## config.mk

```make
export PLATFORM = sky130hd
export DESIGN_NAME = fetch_stage
export DESIGN_NICKNAME = d
export VERILOG_FILES = /design/src/rtl/fetch_stage.sv
export SDC_FILE = /design/constraint.sdc
export NUM_CORES = 1
export LEC_CHECK = 0
export BUFFER_PORTS_ARGS = -buffer_cell sky130_fd_sc_hd__buf_4
export CAP_MARGIN = 20
export CORE_MARGIN = 3
export CORE_UTILIZATION = 60
export DETAILED_ROUTE_END_ITERATION = 16
export PLACE_DENSITY = 0.95
export SETUP_SLACK_MARGIN = 0.3
export SLEW_MARGIN = 10
export SYNTH_ARGS = -nofsm -noshare
export SYNTH_HDL_FRONTEND = slang
export SYNTH_SLANG_ARGS = --single-unit
export TNS_END_PERCENT = 5
```

## constraint.sdc

```tcl
create_clock -name clk -period 13.2 [get_ports clk]
set_input_delay 2.64 -clock clk [delete_from_list [all_inputs] [get_ports clk]]
set_output_delay 2.64 -clock clk [all_outputs]
set_load 0.02 [all_outputs]
```

## src/rtl/fetch_stage.sv

```systemverilog
`default_nettype none
// ============================================================================
// Module   : fetch_stage
// Purpose  : Instruction-fetch stage for the pipelined LEGv8 core. Owns the
//            64-bit program counter, drives it to instruction memory, captures
//            the returned word into a small fetch queue, and hands
//            {pc, instruction} pairs to decode over a valid/ready handshake.
//            Execute-stage redirects reload the PC and flush the queue.
// Revision : 1.0 - initial release
// ----------------------------------------------------------------------------
// Parameters:
//   RESET_PC        PC value loaded on reset
//   DEPTH           fetch-queue entries (power of two, >= 2)
// Ports:
//   clk             single clock, rising edge
//   rst             synchronous active-high reset
//   pc              [63:0] fetch address to instruction memory (registered)
//   instruction     [31:0] memory read data for the current pc (same cycle)
//   redirect        taken branch/jump from execute
//   redirect_target [63:0] new PC when redirect=1 (low two bits dropped)
//   if_valid        queue head holds a valid entry
//   if_ready        decode accepts the head this cycle
//   if_instr        [31:0] head instruction, 0 when if_valid=0
//   if_pc           [63:0] head PC, 0 when if_valid=0
//   stall_cycles    [31:0] saturating count of cycles with if_valid && !if_ready
//                   (present only when FETCH_PERF_COUNT_EN is defined)
// Build option:
//   FETCH_PERF_COUNT_EN  adds the stall_cycles performance counter
// ============================================================================
module fetch_stage #(
  parameter logic [63:0] RESET_PC = 64'h0,
  parameter int          DEPTH    = 2
) (
  input  logic        clk,
  input  logic        rst,
  output logic [63:0] pc,
  input  logic [31:0] instruction,
  input  logic        redirect,
  input  logic [63:0] redirect_target,
  output logic        if_valid,
  input  logic        if_ready,
  output logic [31:0] if_instr,
  output logic [63:0] if_pc
`ifdef FETCH_PERF_COUNT_EN
  ,
  output logic [31:0] stall_cycles
`endif
);

  localparam int c_PTR_W = $clog2(DEPTH);
  localparam int c_CNT_W = c_PTR_W + 1;
  localparam logic [c_CNT_W-1:0] c_DEPTH = c_CNT_W'(DEPTH);

  // --------------------------------------------------------------------------
  // State
  // --------------------------------------------------------------------------
  logic [63:0]        r_pc;
  logic [c_CNT_W-1:0] r_count;
  logic [c_PTR_W-1:0] r_head;
  logic [c_PTR_W-1:0] r_tail;
  logic [63:0]        r_q_pc    [DEPTH];
  logic [31:0]        r_q_instr [DEPTH];

  logic               w_push;
  logic               w_pop;
  logic [c_CNT_W-1:0] w_push_inc;
  logic [c_CNT_W-1:0] w_pop_dec;

  // The full test uses the occupancy from before this cycle's pop, so a
  // drain and a refill never overlap on a full queue. That keeps the tail
  // from ever landing on the entry currently presented at the head.
  assign w_push = !redirect && (r_count < c_DEPTH);
  assign w_pop  = if_valid && if_ready;

  assign w_push_inc = {{c_PTR_W{1'b0}}, w_push};
  assign w_pop_dec  = {{c_PTR_W{1'b0}}, w_pop};

  always_ff @(posedge clk) begin
    if (rst) begin
      r_pc    <= RESET_PC;
      r_count <= '0;
      r_head  <= '0;
      r_tail  <= '0;
      for (int i = 0; i < DEPTH; i++) begin
        r_q_pc[i]    <= '0;
        r_q_instr[i] <= '0;
      end
    end else if (redirect) begin
      // Flush: whatever was queued belongs to the wrong path, including an
      // entry decode may be accepting this very cycle.
      r_pc    <= {redirect_target[63:2], 2'b00};
      r_count <= '0;
      r_head  <= '0;
      r_tail  <= '0;
    end else begin
      if (w_push) begin
        r_q_pc[r_tail]    <= r_pc;
        r_q_instr[r_tail] <= instruction;
        r_tail            <= r_tail + c_PTR_W'(1);
        r_pc              <= r_pc + 64'd4;  // wraps modulo 2^64
      end
      if (w_pop) begin
        r_head <= r_head + c_PTR_W'(1);
      end
      r_count <= r_count + w_push_inc - w_pop_dec;
    end
  end

  // --------------------------------------------------------------------------
  // Outputs
  // --------------------------------------------------------------------------
  assign pc       = r_pc;
  assign if_valid = (r_count != '0);
  // Stale storage stays hidden from decode when the queue is empty.
  assign if_instr = r_q_instr[r_head] & {32{if_valid}};
  assign if_pc    = r_q_pc[r_head]    & {64{if_valid}};

`ifdef FETCH_PERF_COUNT_EN
  // --------------------------------------------------------------------------
  // Stall counter: cycles where decode is offered an entry but refuses it.
  // Deliberately independent of redirect so it measures decode back-pressure.
  // --------------------------------------------------------------------------
  logic [31:0] r_stall_cycles;

  always_ff @(posedge clk) begin
    if (rst) begin
      r_stall_cycles <= '0;
    end else if (if_valid && !if_ready && (r_stall_cycles != 32'hFFFF_FFFF)) begin
      r_stall_cycles <= r_stall_cycles + 32'd1;
    end
  end

  assign stall_cycles = r_stall_cycles;
`endif

endmodule
`default_nettype wire

```

# [Yosys cells after proc, flatten, opt, wreduce, memory -nomap -nowiden]
# Memories as Yosys holds them, arrays and structs flattened. A register that Yosys moved wholly into a read port is not among the register bits.
# Index checks and enable logic that the tools add are counted.
[word_totals] ff_bits=68 mem_bits_rw=192 in_bits=100 output_inout_bits=161 wordCells=41 memories=2
[op_classes] n_addsub=5 n_lt_le_gt_ge=1 n_mux=18 bitwise_logic=2 n_reduce_logical=8
[mem_list] memory="r_q_pc" depth=2 width=64 read_ports=1 rd_ports_with_merged_regs=1 write_ports=2 line_no="61" text="logic [63:0] r_q_pc [DEPTH];"
[mem_list] memory="r_q_instr" depth=2 width=32 read_ports=1 rd_ports_with_merged_regs=1 write_ports=2 line_no="62" text="logic [31:0] r_q_instr [DEPTH];"
[ops] cell="$mux W64" count=3
[ops] cell="$add A64 B3 Y64 const B" count=1
[ops] cell="$and A64 B64 Y64" count=1
[ops] cell="$reduce_or A64 Y1" count=1
[ops] cell="$and A32 B32 Y32" count=1
[ops] cell="$mux W32" count=1
[ops] cell="$reduce_or A32 Y1" count=1
[ops] cell="$mux W1" count=14
[ops] cell="$reduce_bool A2 Y1" count=2
[ops] cell="$add A1 B1 Y1 const B" count=2
[ops] cell="$add A2 B1 Y2" count=1
[ops] cell="$logic_and A1 B1 Y1" count=2
[ops] cell="$lt A2 B2 Y1 const B" count=1
[ops] cell="$reduce_or A2 Y1" count=1
[ops] cell="$sub A2 B1 Y2" count=1
[ops] cell="$logic_not A1 Y1" count=1

# [Longest topological paths before layout]
# Gate-level depths: netlist of run 1.
[logic_depth] word_depth=8 mapped_depth=10 ltp_nobuf=9

# [Worst setup path after synthesis of run 1]
# OpenSTA, ideal clock, no wires.
[synth_path] kind="input -> register" start="input port redirect" end="memory r_q_instr[0][0], enable pin" setup_ns=0.566 arrival_ns=7.309 t_required_ns=12.634 path_slack_ns=5.325 cell_stages=2 n_path_buf=0 cell_sequence="or2_2 o21bai_1"
[synth_lines] item="from (decl)" line_no="38" text="input logic redirect,"
[synth_lines] item="to (decl)" line_no="62"

# [Worst setup path after layout of run 1]
[layout_path] start="register r_count[1]" end="output port if_pc[46]"
[layout_via] elab_chain_cells=2
[layout_rtl] item="from (decl)" line_no="58" text="logic [c_CNT_W-1:0] r_count;"
[layout_rtl] item="from (signal assigned)" line_no="105" text="r_count <= r_count + w_push_inc - w_pop_dec;"
[layout_rtl] item="$reduce_bool A2 Y1" line_no="113" text="assign if_valid = (r_count != '0);"
[layout_rtl] item="$and A64 B64 Y64" line_no="116" text="assign if_pc = r_q_pc[r_head] & {64{if_valid}};"
[layout_rtl] item="to (decl)" line_no="43" text="output logic [63:0] if_pc"
# Every way passes these cells.

==> results of run 1 <==
worst max-delay path: cells and delay by family (launching register included):
family | cells | cell delay, ns
and+or+nand+nor | 2 | 0.98
buffers and inverters | 2 | 0.87
DFF | 1 | 0.62
final cells by class:
cell class	count	area (um2)	share of cell area, %
diodes	1	2.50	0.0163
inverters	10	37.5	0.244
well taps	270	338	2.20
clock inverters	14	128	0.830
repair buffers	263	1990	13.0
flip-flops and latches	255	6990	45.5
clock buffers	32	672	4.37
multi-input cells	809	5210	33.9
logic make-up (layout without fill, tap and decap cells):
family,count (synthesis),after routing
multiplexers,100,100
flip-flops,255,255
other,1,5
AO/OA/AOI/OAI,97,97
XOR/XNOR,36,36
buffers and inverters,90,319
AND/OR/NAND/NOR,569,569
adder cells (fa/ha/maj),3,3
metal layers:
metal	wire length [um]	vias up	track usage, %	share of wire, %
li1	-	4567	-	-
met1	12600	4821	38.4	36
met2	16600	643	47.5	48
met3	3840	117	5.51	11
met4	1470	0	12.1	4.3
met5	0	-	0	0
registers in the layout, summed over array words and instances, names as in the netlist, named ones only:
register,count
pc,62
r_head,1
r_count,2
r_q_instr,64
r_q_pc,124
r_tail,1
worst min path at each step:
stage / startpoint / end / slack, ns
floorplan: r_head / flop / 0.52
global placement: r_head / flop / 0.52
detailed placement: r_head / flop / 0.55
CTS: pc[37] / pc[37] / 0.59
global route: r_head / flop / 0.62
finish: r_head / flop / 0.59
metrics by stage:
step / cell area, um2 / instances / setup WS, ns / total power [mW] / utilization [%]
2_1_floorplan: 12600 / 1154 / 5.32 / 1.09 / -
3_3_place_gp: 14500 / 1606 / 8.03 / 1.19 / 71.2
3_5_place_dp: 14500 / 1606 / 8.01 / 1.20 / 71.2
4_1_cts: 15300 / 1652 / 7.52 / 1.89 / 75.1
5_1_grt: 15400 / 1654 / 7.35 / 1.95 / 75.3
6_report: 15400 / 1654 / 7.48 / 1.89 / 75.3
report_power, final:
group / switching (mW) / internal, mW
combinational: 0.132 / 0.0915
clock: 0.302 / 0.400
sequential: 0.0462 / 0.914
total: 0.481 / 1.41
synth_stat cells (5+ instances only):
library cell    n
and3_1          9
nand3b_1        5
o31ai_1        13
xor2_1         19
a211oi_1       20
edfxtp_1      188
clkbuf_8        5
or3_1          10
nor4_1         14
nand4_1        25
and4_1          6
inv_1          10
buf_4           5
nand3_1        34
nor3_1         15
buf_1          13
or4_1          16
clkbuf_1       51
a21oi_1        20
a311oi_1       18
nor2_1        160
o21ai_0         7
xnor2_1        17
dfxtp_1        67
nand2_1        56
and2_1        186
mux2i_1        99
==> impl_metrics.tcl, run 1 <==
set metrics [dict create \
    status "complete, no violations" \
    path_cells "nor2_4, buf_4, nor2_1, buf_4" \
    layout_common_cells "262 x buf_4, 188 x edfxtp_1, 186 x and2_1, 158 x nor2_1, 99 x mux2i_1" \
    crit_top_cell "buf_4" \
    grt_setup_unrepaired "no" \
    grt_overflow 0 \
    post_cts_resized 0 \
    ctsHoldBuffers 0 \
    synth_top_flop_cell "edfxtp_1" \
    synthSimpleGateAreaFrac_pct 24.8 \
    r2r_setup_slack_ns 9.79 \
    yosysSeqAreaShare_pct 55.6 \
    final.min_clock_period_ns 5.72 \
    startpoint "r_count[1]" \
    synth_top_area_cell "edfxtp_1" \
    synth_edf_count 188 \
    fin_skew_ns 0.0233 \
    holdPathStages 2 \
    drive_above_1_share_pct 23.9 \
    grt_pass1_wl_um 52300 \
    cts_buffers 25 \
    synthAdderAreaFrac_pct 0.299 \
    cts_tree "done" \
    clock-sinks 255 \
    viasPerCell 6.14 \
    peakVddDrop_mv 0.128 \
    ys_ff_latch 255 \
    start_kind "flop" \
    setup-tns-final_ns 0 \
    post_cts.repair.setup_buffers 0 \
    synth_compound_area_share_pct 5.49 \
    drc 0 \
    synth_top_area_share_pct 44.9 \
    cts_buffer_depth 3 \
    final_common_cell "buf_4" \
    first_pass_iters 7 \
    min_path_type "reg2reg" \
    r2r_cells 5 \
    avgSynthCellArea_um2 10.9 \
    fp.coreArea_um2 20400 \
    htreeDepth 1 \
    drt_first_iter_violations 1023 \
    powerDensity_nw_per_um2 123 \
    place_congestion 0.927 \
    vias 10100 \
    hold_ws_ns 0.592 \
    crit_required_ns 10.56 \
    muxShareOfSynthArea_pct 7.97 \
    worstSkewPairLatency_ns 0.53 \
    synthXorXnorAreaFrac_pct 2.51 \
    synth.area.top_cells "edfxtp_1 45%, dfxtp_1 11%, and2_1 9.3%" \
    async_reset_ff_share_pct 0 \
    hold_viol 0 \
    grt_pass1_vias 9689 \
    crit_path_end "if_pc[46]" \
    die_area_um2 22700 \
    clock.fmax_mhz 175 \
    syn-instance-count 1151 \
    rr_startpoint "pc[15]" \
    max-slew-margin-rel_pct 27.8 \
    ys_types 64 \
    cts-root-buf "clkbuf_16" \
    synth_top_family_by_area "simple AND/OR/NAND/NOR gates" \
    cp.arrival_ns 3.08 \
    wire_per_inst_um 20.8 \
    p_leak_nw 5.89 \
    synth_warnings 0 \
    grt_start_max_net_pins 95 \
    dp.final_hpwl_um 22200 \
    ant_nets 0 \
    ioPinCount 261 \
    port_buffers 254 \
    drv_slew 0 \
    worst_slew_pin_slew_ns 1.08 \
    rows 52 \
    synth_area_um2 12600 \
    die_w_um 151 \
    clk_pin_slew_worst_paths_ns 0.06 \
    wirelength_um 34500 \
    nets 1467 \
    slowest_stage "nor2_4" \
    path_class "reg2out" \
    reg2reg_to "pc[54]" \
    start_util_pct 61.5 \
    die_h_um 151 \
    grt_util_all_layers_pct 29.1 \
    period_share_pct 43.3 \
    slowest_delay_ns 0.82 \
    worstSetupEndpointType "primary output" \
    syn2layout_area_growth_pct 22.3 \
    antenna_found_initial 1 \
    nFillCells 1282 \
    setup_viol 0 \
    worstPathMaxFanout 63 \
    drv_cap 0 \
]
No activity file was read; power rests on OpenSTA's default activity.
==> run 2, diff against run 1 <==
- CORE_UTILIZATION: 60 -> 50
- PLACE_DENSITY: 0.95 -> 0.89
- clock period: 13.2 -> 4.7 ns (I/O delays scaled with it)
==> run 2 against run 1 <==
Routed wire length down 0.12%. Critical path depth unchanged. Utilization down 12 points. Largest power group unchanged. Non-clock buffer count up 3. Design area up 1.2%. Combinational power rose to 2.8 times the previous value. Clock power rose to 2.9 times the previous value.
==> impl_metrics.tcl, run 2 (synthesized netlist as in run 1, its figures left out) <==
set metrics [dict create \
    cts_buffer_depth 3 \
    nets 1472 \
    fin_util_pct 63.4 \
    crit_required_ns 3.76 \
    max-slew-margin-rel_pct 35.6 \
    swShare_pct 25.3 \
    largest-register "r_q_pc" \
    design_area_um2 15600 \
    cts_buffers 27 \
    grt_overflow 0 \
    status "complete, no violations" \
    post_cts.repair.setup_buffers 0 \
    ctsHoldBuffers 0 \
    vias 10000 \
    grt_util_all_layers_pct 24.6 \
    num_antenna_cells 0 \
    clk_pin_slew_worst_paths_ns 0.07 \
    final_common_cell "buf_4" \
    hold_viol 0 \
    peakVddDrop_mv 0.223 \
    grt_setup_unrepaired "no" \
    cp.arrival_ns 2.54 \
    largest_register_ffs 124 \
    min_path_type "reg2reg" \
    grt_pass1_vias 9591 \
    crit_top_cell "buf_4" \
    start_util_pct 51.2 \
    port_buffers 254 \
    layout_common_cells "262 x buf_4, 188 x edfxtp_1, 186 x and2_1, 158 x nor2_1, 99 x mux2i_1" \
    start_kind "flop" \
    die_w_um 165 \
    use_met3_pct 5.22 \
    setup_viol 0 \
    cts-root-buf "clkbuf_16" \
    dp.final_hpwl_um 23300 \
    fin_skew_ns 0.0122 \
    first_pass_iters 6 \
    rows 57 \
    clock-sinks 255 \
    path_cells "buf_4, mux2i_1, nor2_1, buf_4" \
    slowest_delay_ns 0.98 \
    p_int_mw 4.03 \
    period_share_pct 74.0 \
    seq_power_share_pct 49.9 \
    die_h_um 165 \
    drv_slew 0 \
    setup-tns-final_ns 0 \
    drc 0 \
    gr-usage-met2_pct 40.0 \
    cts_tree "done" \
    powerDensity_nw_per_um2 347 \
    antenna_found_initial 1 \
    clock.fmax_mhz 288 \
    syn2layout_area_growth_pct 23.7 \
    place_congestion 0.939 \
    p_comb_share_pct 11.7 \
    worstSetupEndpointType "primary output" \
    wirelength_um 34400 \
    drive_above_1_share_pct 24.3 \
    placed_cell_area_um2 14700 \
    switchingPower_mw 1.37 \
    ant_nets 0 \
    htreeDepth 1 \
    worstSkewPairLatency_ns 0.52 \
    path_class "reg2out" \
    slowest_stage "dfxtp_4" \
    worstPathMaxFanout 50 \
    drv_cap 0 \
    post_cts_resized 0 \
    final.min_clock_period_ns 3.48 \
    wire_per_inst_um 20.1 \
    grt_start_max_net_pins 95 \
    p_leak_nw 5.95 \
    drt_first_iter_violations 1153 \
    viasPerCell 5.84 \
    ioPinCount 261 \
    die_area_um2 27100 \
    fp.coreArea_um2 24500 \
    power.share.clock_pct 38.4 \
    worst_slew_pin_slew_ns 0.965 \
    grt.met1_usage_pct 33.1 \
    grt_pass1_wl_um 52700 \
    grt-busiest-layer "met2" \
]
run 2: metal layers:
| metal | vias to the layer above | share of wire, % |
|---|---|---|
| li1 | 4573 | - |
| met1 | 4794 | 39 |
| met2 | 540 | 48 |
| met3 | 99 | 10 |
| met4 | 2 | 3.2 |
| met5 | - | 0.035 |
run 2: critical path: cells and delay by family (launching register included):
| kind | cells | cell delay (ns) |
|---|---|---|
| muxes | 1 | 0.31 |
| and+or+nand+nor | 1 | 0.07 |
| DFF | 1 | 0.98 |
| buffers and inverters | 2 | 0.63 |
run 2: stage by stage:
step	cells	setup WS [ns]	power, mW	hold slack [ns]
2_1_floorplan	1154	0.533	3.07	0.520
3_5_place_dp	1664	1.38	3.37	0.570
5_1_grt	1713	1.10	5.59	0.594
6_report	1713	1.22	5.40	0.579
4_1_cts	1713	1.20	5.43	0.577
3_3_place_gp	1664	1.47	3.35	0.521
run 2: power by group through the flow:
stage	Sequential, mW	Combinational, mW	Clock (mW)
floorplan	2.73	0.336	0
global placement	2.73	0.621	0
detailed placement	2.74	0.634	0
CTS	2.69	0.637	2.10
global route	2.71	0.681	2.19
finish	2.70	0.632	2.07
run 2: final timing paths:
check         start        end  slack (ns)  depth (start not counted)
max            flop  if_pc[12]        1.22                          4
min          r_head       flop        0.58                          2
max reg2reg  pc[15]     pc[56]        1.46                          5
min reg2reg  r_head       flop        0.58                          2
run 2: area by class of cell:
class	count	area, um2
timing repair buffer	266	2050
tap	324	405
sequential	255	6990
clock inverter	16	139
clock buffer	33	722
multi-input combinational	809	5210
fill	1902	8980
inverter	10	37.5
==> run 3, diff against run 2 <==
- ABC_AREA: unset -> 1
- clock period: 4.7 -> 2.9 ns (I/O delays scaled with it)
==> run 3 against run 2 <==
Highest routed layer is now met4. Clock power rose by 67%. Non-clock buffer count up 12. Worst setup slack lost 0.84 ns. Sequential share of layout area is 1.5 points lower. Power increased by 63%. Sequential power is 58% higher. Combinational power up 74%. Register-to-register slack got worse by 0.76 ns. Final cell count grew 29%. First-iteration DRC count up 21%. Hold slack worse by 0.25 ns.
==> impl_metrics.tcl, run 3 <==
set metrics [dict create \
    ioPinCount 261 \
    swShare_pct 25.2 \
    status "complete, no violations" \
    min_path_type "in2reg" \
    layout_common_cells "467 x nand2_1, 324 x nor2_1, 267 x buf_4, 188 x edfxtp_1, 152 x a21oi_1" \
    worstPathMaxFanout 7 \
    cts_buffers 26 \
    port_buffers 254 \
    final_common_cell "nand2_1" \
    clock.fmax_mhz 397 \
    p_leak_nw 6.66 \
    worst_slew_pin_slew_ns 0.712 \
    die_w_um 166 \
    drv_slew 0 \
    dp.final_hpwl_um 27400 \
    nFillCells 2055 \
    clock-sinks 255 \
    viasPerCell 5.42 \
    cts-root-buf "clkbuf_16" \
    avgSynthCellArea_um2 7.89 \
    num_antenna_cells 0 \
    setup_viol 0 \
    ant_nets 0 \
    dp_slack_ns 0.542 \
    synth.area.top_cells "edfxtp_1 44%, nand2_1 14%, dfxtp_1 10%" \
    synth_edf_count 188 \
    largest_register_ffs 124 \
    p_comb_share_pct 12.5 \
    wirelength_um 40000 \
    fin_util_pct 63.9 \
    placed_cell_area_um2 15100 \
    synth_top_area_cell "edfxtp_1" \
    cts_buffer_depth 3 \
    yosysSeqAreaShare_pct 54.4 \
    drt_first_iter_violations 1398 \
    period_share_pct 86.9 \
    peakVddDrop_mv 0.294 \
    ys_ff_latch 255 \
    rows 58 \
    place_congestion 0.944 \
    synthTopCellsByCount "469 x nand2_1, 325 x nor2_1, 188 x edfxtp_1, 152 x a21oi_1, 147 x inv_1" \
    worstSetupEndpointType "primary output" \
    fin_skew_ns 0.0122 \
    largest-register "r_q_pc" \
    die_h_um 166 \
    worstSkewPairLatency_ns 0.53 \
    critPathTopFamily "buffers and inverters" \
    start_kind "flop" \
    switchingPower_mw 2.22 \
    drc 0 \
    slowest_stage "dfxtp_2" \
    grt_overflow 0 \
    setup_ws_ns 0.380 \
    drv_cap 0 \
    htreeDepth 1 \
    design_area_um2 16100 \
    p_int_mw 6.59 \
    cp.arrival_ns 1.94 \
    synth_top_flop_cell "edfxtp_1" \
    synth_top_area_share_pct 44.0 \
    grt_start_max_net_pins 95 \
    hold_ws_ns 0.333 \
    final.min_clock_period_ns 2.52 \
    async_reset_ff_share_pct 0 \
    syn-instance-count 1627 \
    crit_required_ns 2.32 \
    path_class "reg2out" \
    powerDensity_nw_per_um2 548 \
    die_area_um2 27600 \
    vias 12000 \
    synth_warnings 0 \
    worst-path-buf-inv 4 \
    power.share.clock_pct 39.2 \
    cts_tree "done" \
    drive_above_1_share_pct 19.6 \
    hold_viol 0 \
    fp.coreArea_um2 25200 \
    wire_per_inst_um 18.1 \
    nets 1960 \
    grt_pass1_wl_um 62300 \
    first_pass_iters 5 \
    seq_power_share_pct 48.3 \
    slowest_delay_ns 0.47 \
    antenna_found_initial 0 \
    grt_pass1_vias 11400 \
    synth_area_um2 12800 \
    yosysMostFrequentCell "nand2_1" \
    start_util_pct 51.0 \
    power_mw 8.82 \
    path_cells "nor2_4, buf_12, buf_12, buf_4, a21oi_1, buf_4" \
    grt_util_all_layers_pct 27.9 \
    clk_pin_slew_worst_paths_ns 0.06 \
    max-slew-margin-rel_pct 52.5 \
    grt_setup_unrepaired "yes" \
    ys_types 29 \
    syn2layout_area_growth_pct 25.4 \
]
## run 3: cell count changes after synthesis, moves of 18 or more
| cell | previous run | this run |
|---|---|---|
| nand2_1 | 56 | 469 |
| a211oi_1 | 20 | 0 |
| mux2i_1 | 99 | 0 |
| nand4_1 | 25 | 7 |
| a21oi_1 | 20 | 152 |
| a311oi_1 | 18 | 0 |
| o21ai_0 | 7 | 68 |
| inv_1 | 10 | 147 |
| nor2_1 | 160 | 325 |
| and2_1 | 186 | 0 |
## run 3: final timing paths
check                                          from   endpoint  slack (ns)  cells after the start
worst max-delay path                     r_count[1]  if_pc[22]        0.38                      6
worst max register to register                pc[3]     pc[36]        0.70                     10
worst min register to register               r_head     r_head        0.50                      2
worst min-delay path            redirect_target[19]     pc[19]        0.33                      3
## run 3: cells by family (layout without fill, tap and decap cells)
| family | after synthesis | count (layout) | synth area share, % |
|---|---|---|---|
| simple gates | 870 | 870 | 27.3 |
| flops | 255 | 255 | 54.4 |
| compound gates | 249 | 249 | 9.86 |
| buf+inv | 236 | 483 | 7.23 |
| xor+xnor | 13 | 13 | 0.887 |
| fa+ha+maj | 3 | 3 | 0.292 |
| other cells | 1 | 4 | 0.0292 |
## run 3: worst reg2reg max path: stages, from the launching register on
cell	delay, ns
dfxtp_1	0.46
ha_1	0.25
nand2_2	0.08
nor2_4	0.17
nand3_1	0.16
inv_2	0.09
nand2_1	0.26
o21ai_1	0.22
nand2_1	0.09
a21oi_1	0.21
nor2_1	0.07
## run 3: final cells by class
cell class                 count  area, um2  share of cell area, %
sequential                   255       6990                   43.4
clock inverter                10        108                  0.668
multi-input combinational   1139       4980                   30.9
clock buffer                  38        790                   4.90
inverter                     157        591                   3.67
tap                          330        413                   2.56
timing repair buffer         278       2220                   13.8
## run 3: power groups by stage
stage | sequential, mW | clock (mW) | combinational (mW)
global route | 4.27 | 3.64 | 1.19
floorplan | 4.35 | 0 | 0.531
finish | 4.26 | 3.46 | 1.10
detailed placement | 4.33 | 0 | 1.06
CTS | 4.25 | 3.48 | 1.09
global placement | 4.32 | 0 | 1.04
## run 3: stage by stage
step | std cells | setup TNS [ns]
3_5_place_dp | 2154 | 0
2_1_floorplan | 1630 | -7.87
4_1_cts | 2207 | 0
5_1_grt | 2207 | 0
3_3_place_gp | 2154 | 0
6_report | 2207 | 0
## run 3: timing repair
| item | CTS | global route |
|---|---|---|
| pin swaps | 1 | 0 |
| endpoints found under the setup margin | 76 | 30 |
| setup buffers | 5 | 0 |
| resized for setup | 0 | 1 |
| hold buffers | 0 | 0 |
## run 3: metal layers
metal,GRT usage [%],share of wire [%],vias up
li1,-,-,5656
met1,38.6,40,5588
met2,46.1,48,617
met3,3.40,8.2,101
met4,9.72,3.9,0
met5,0,0,-
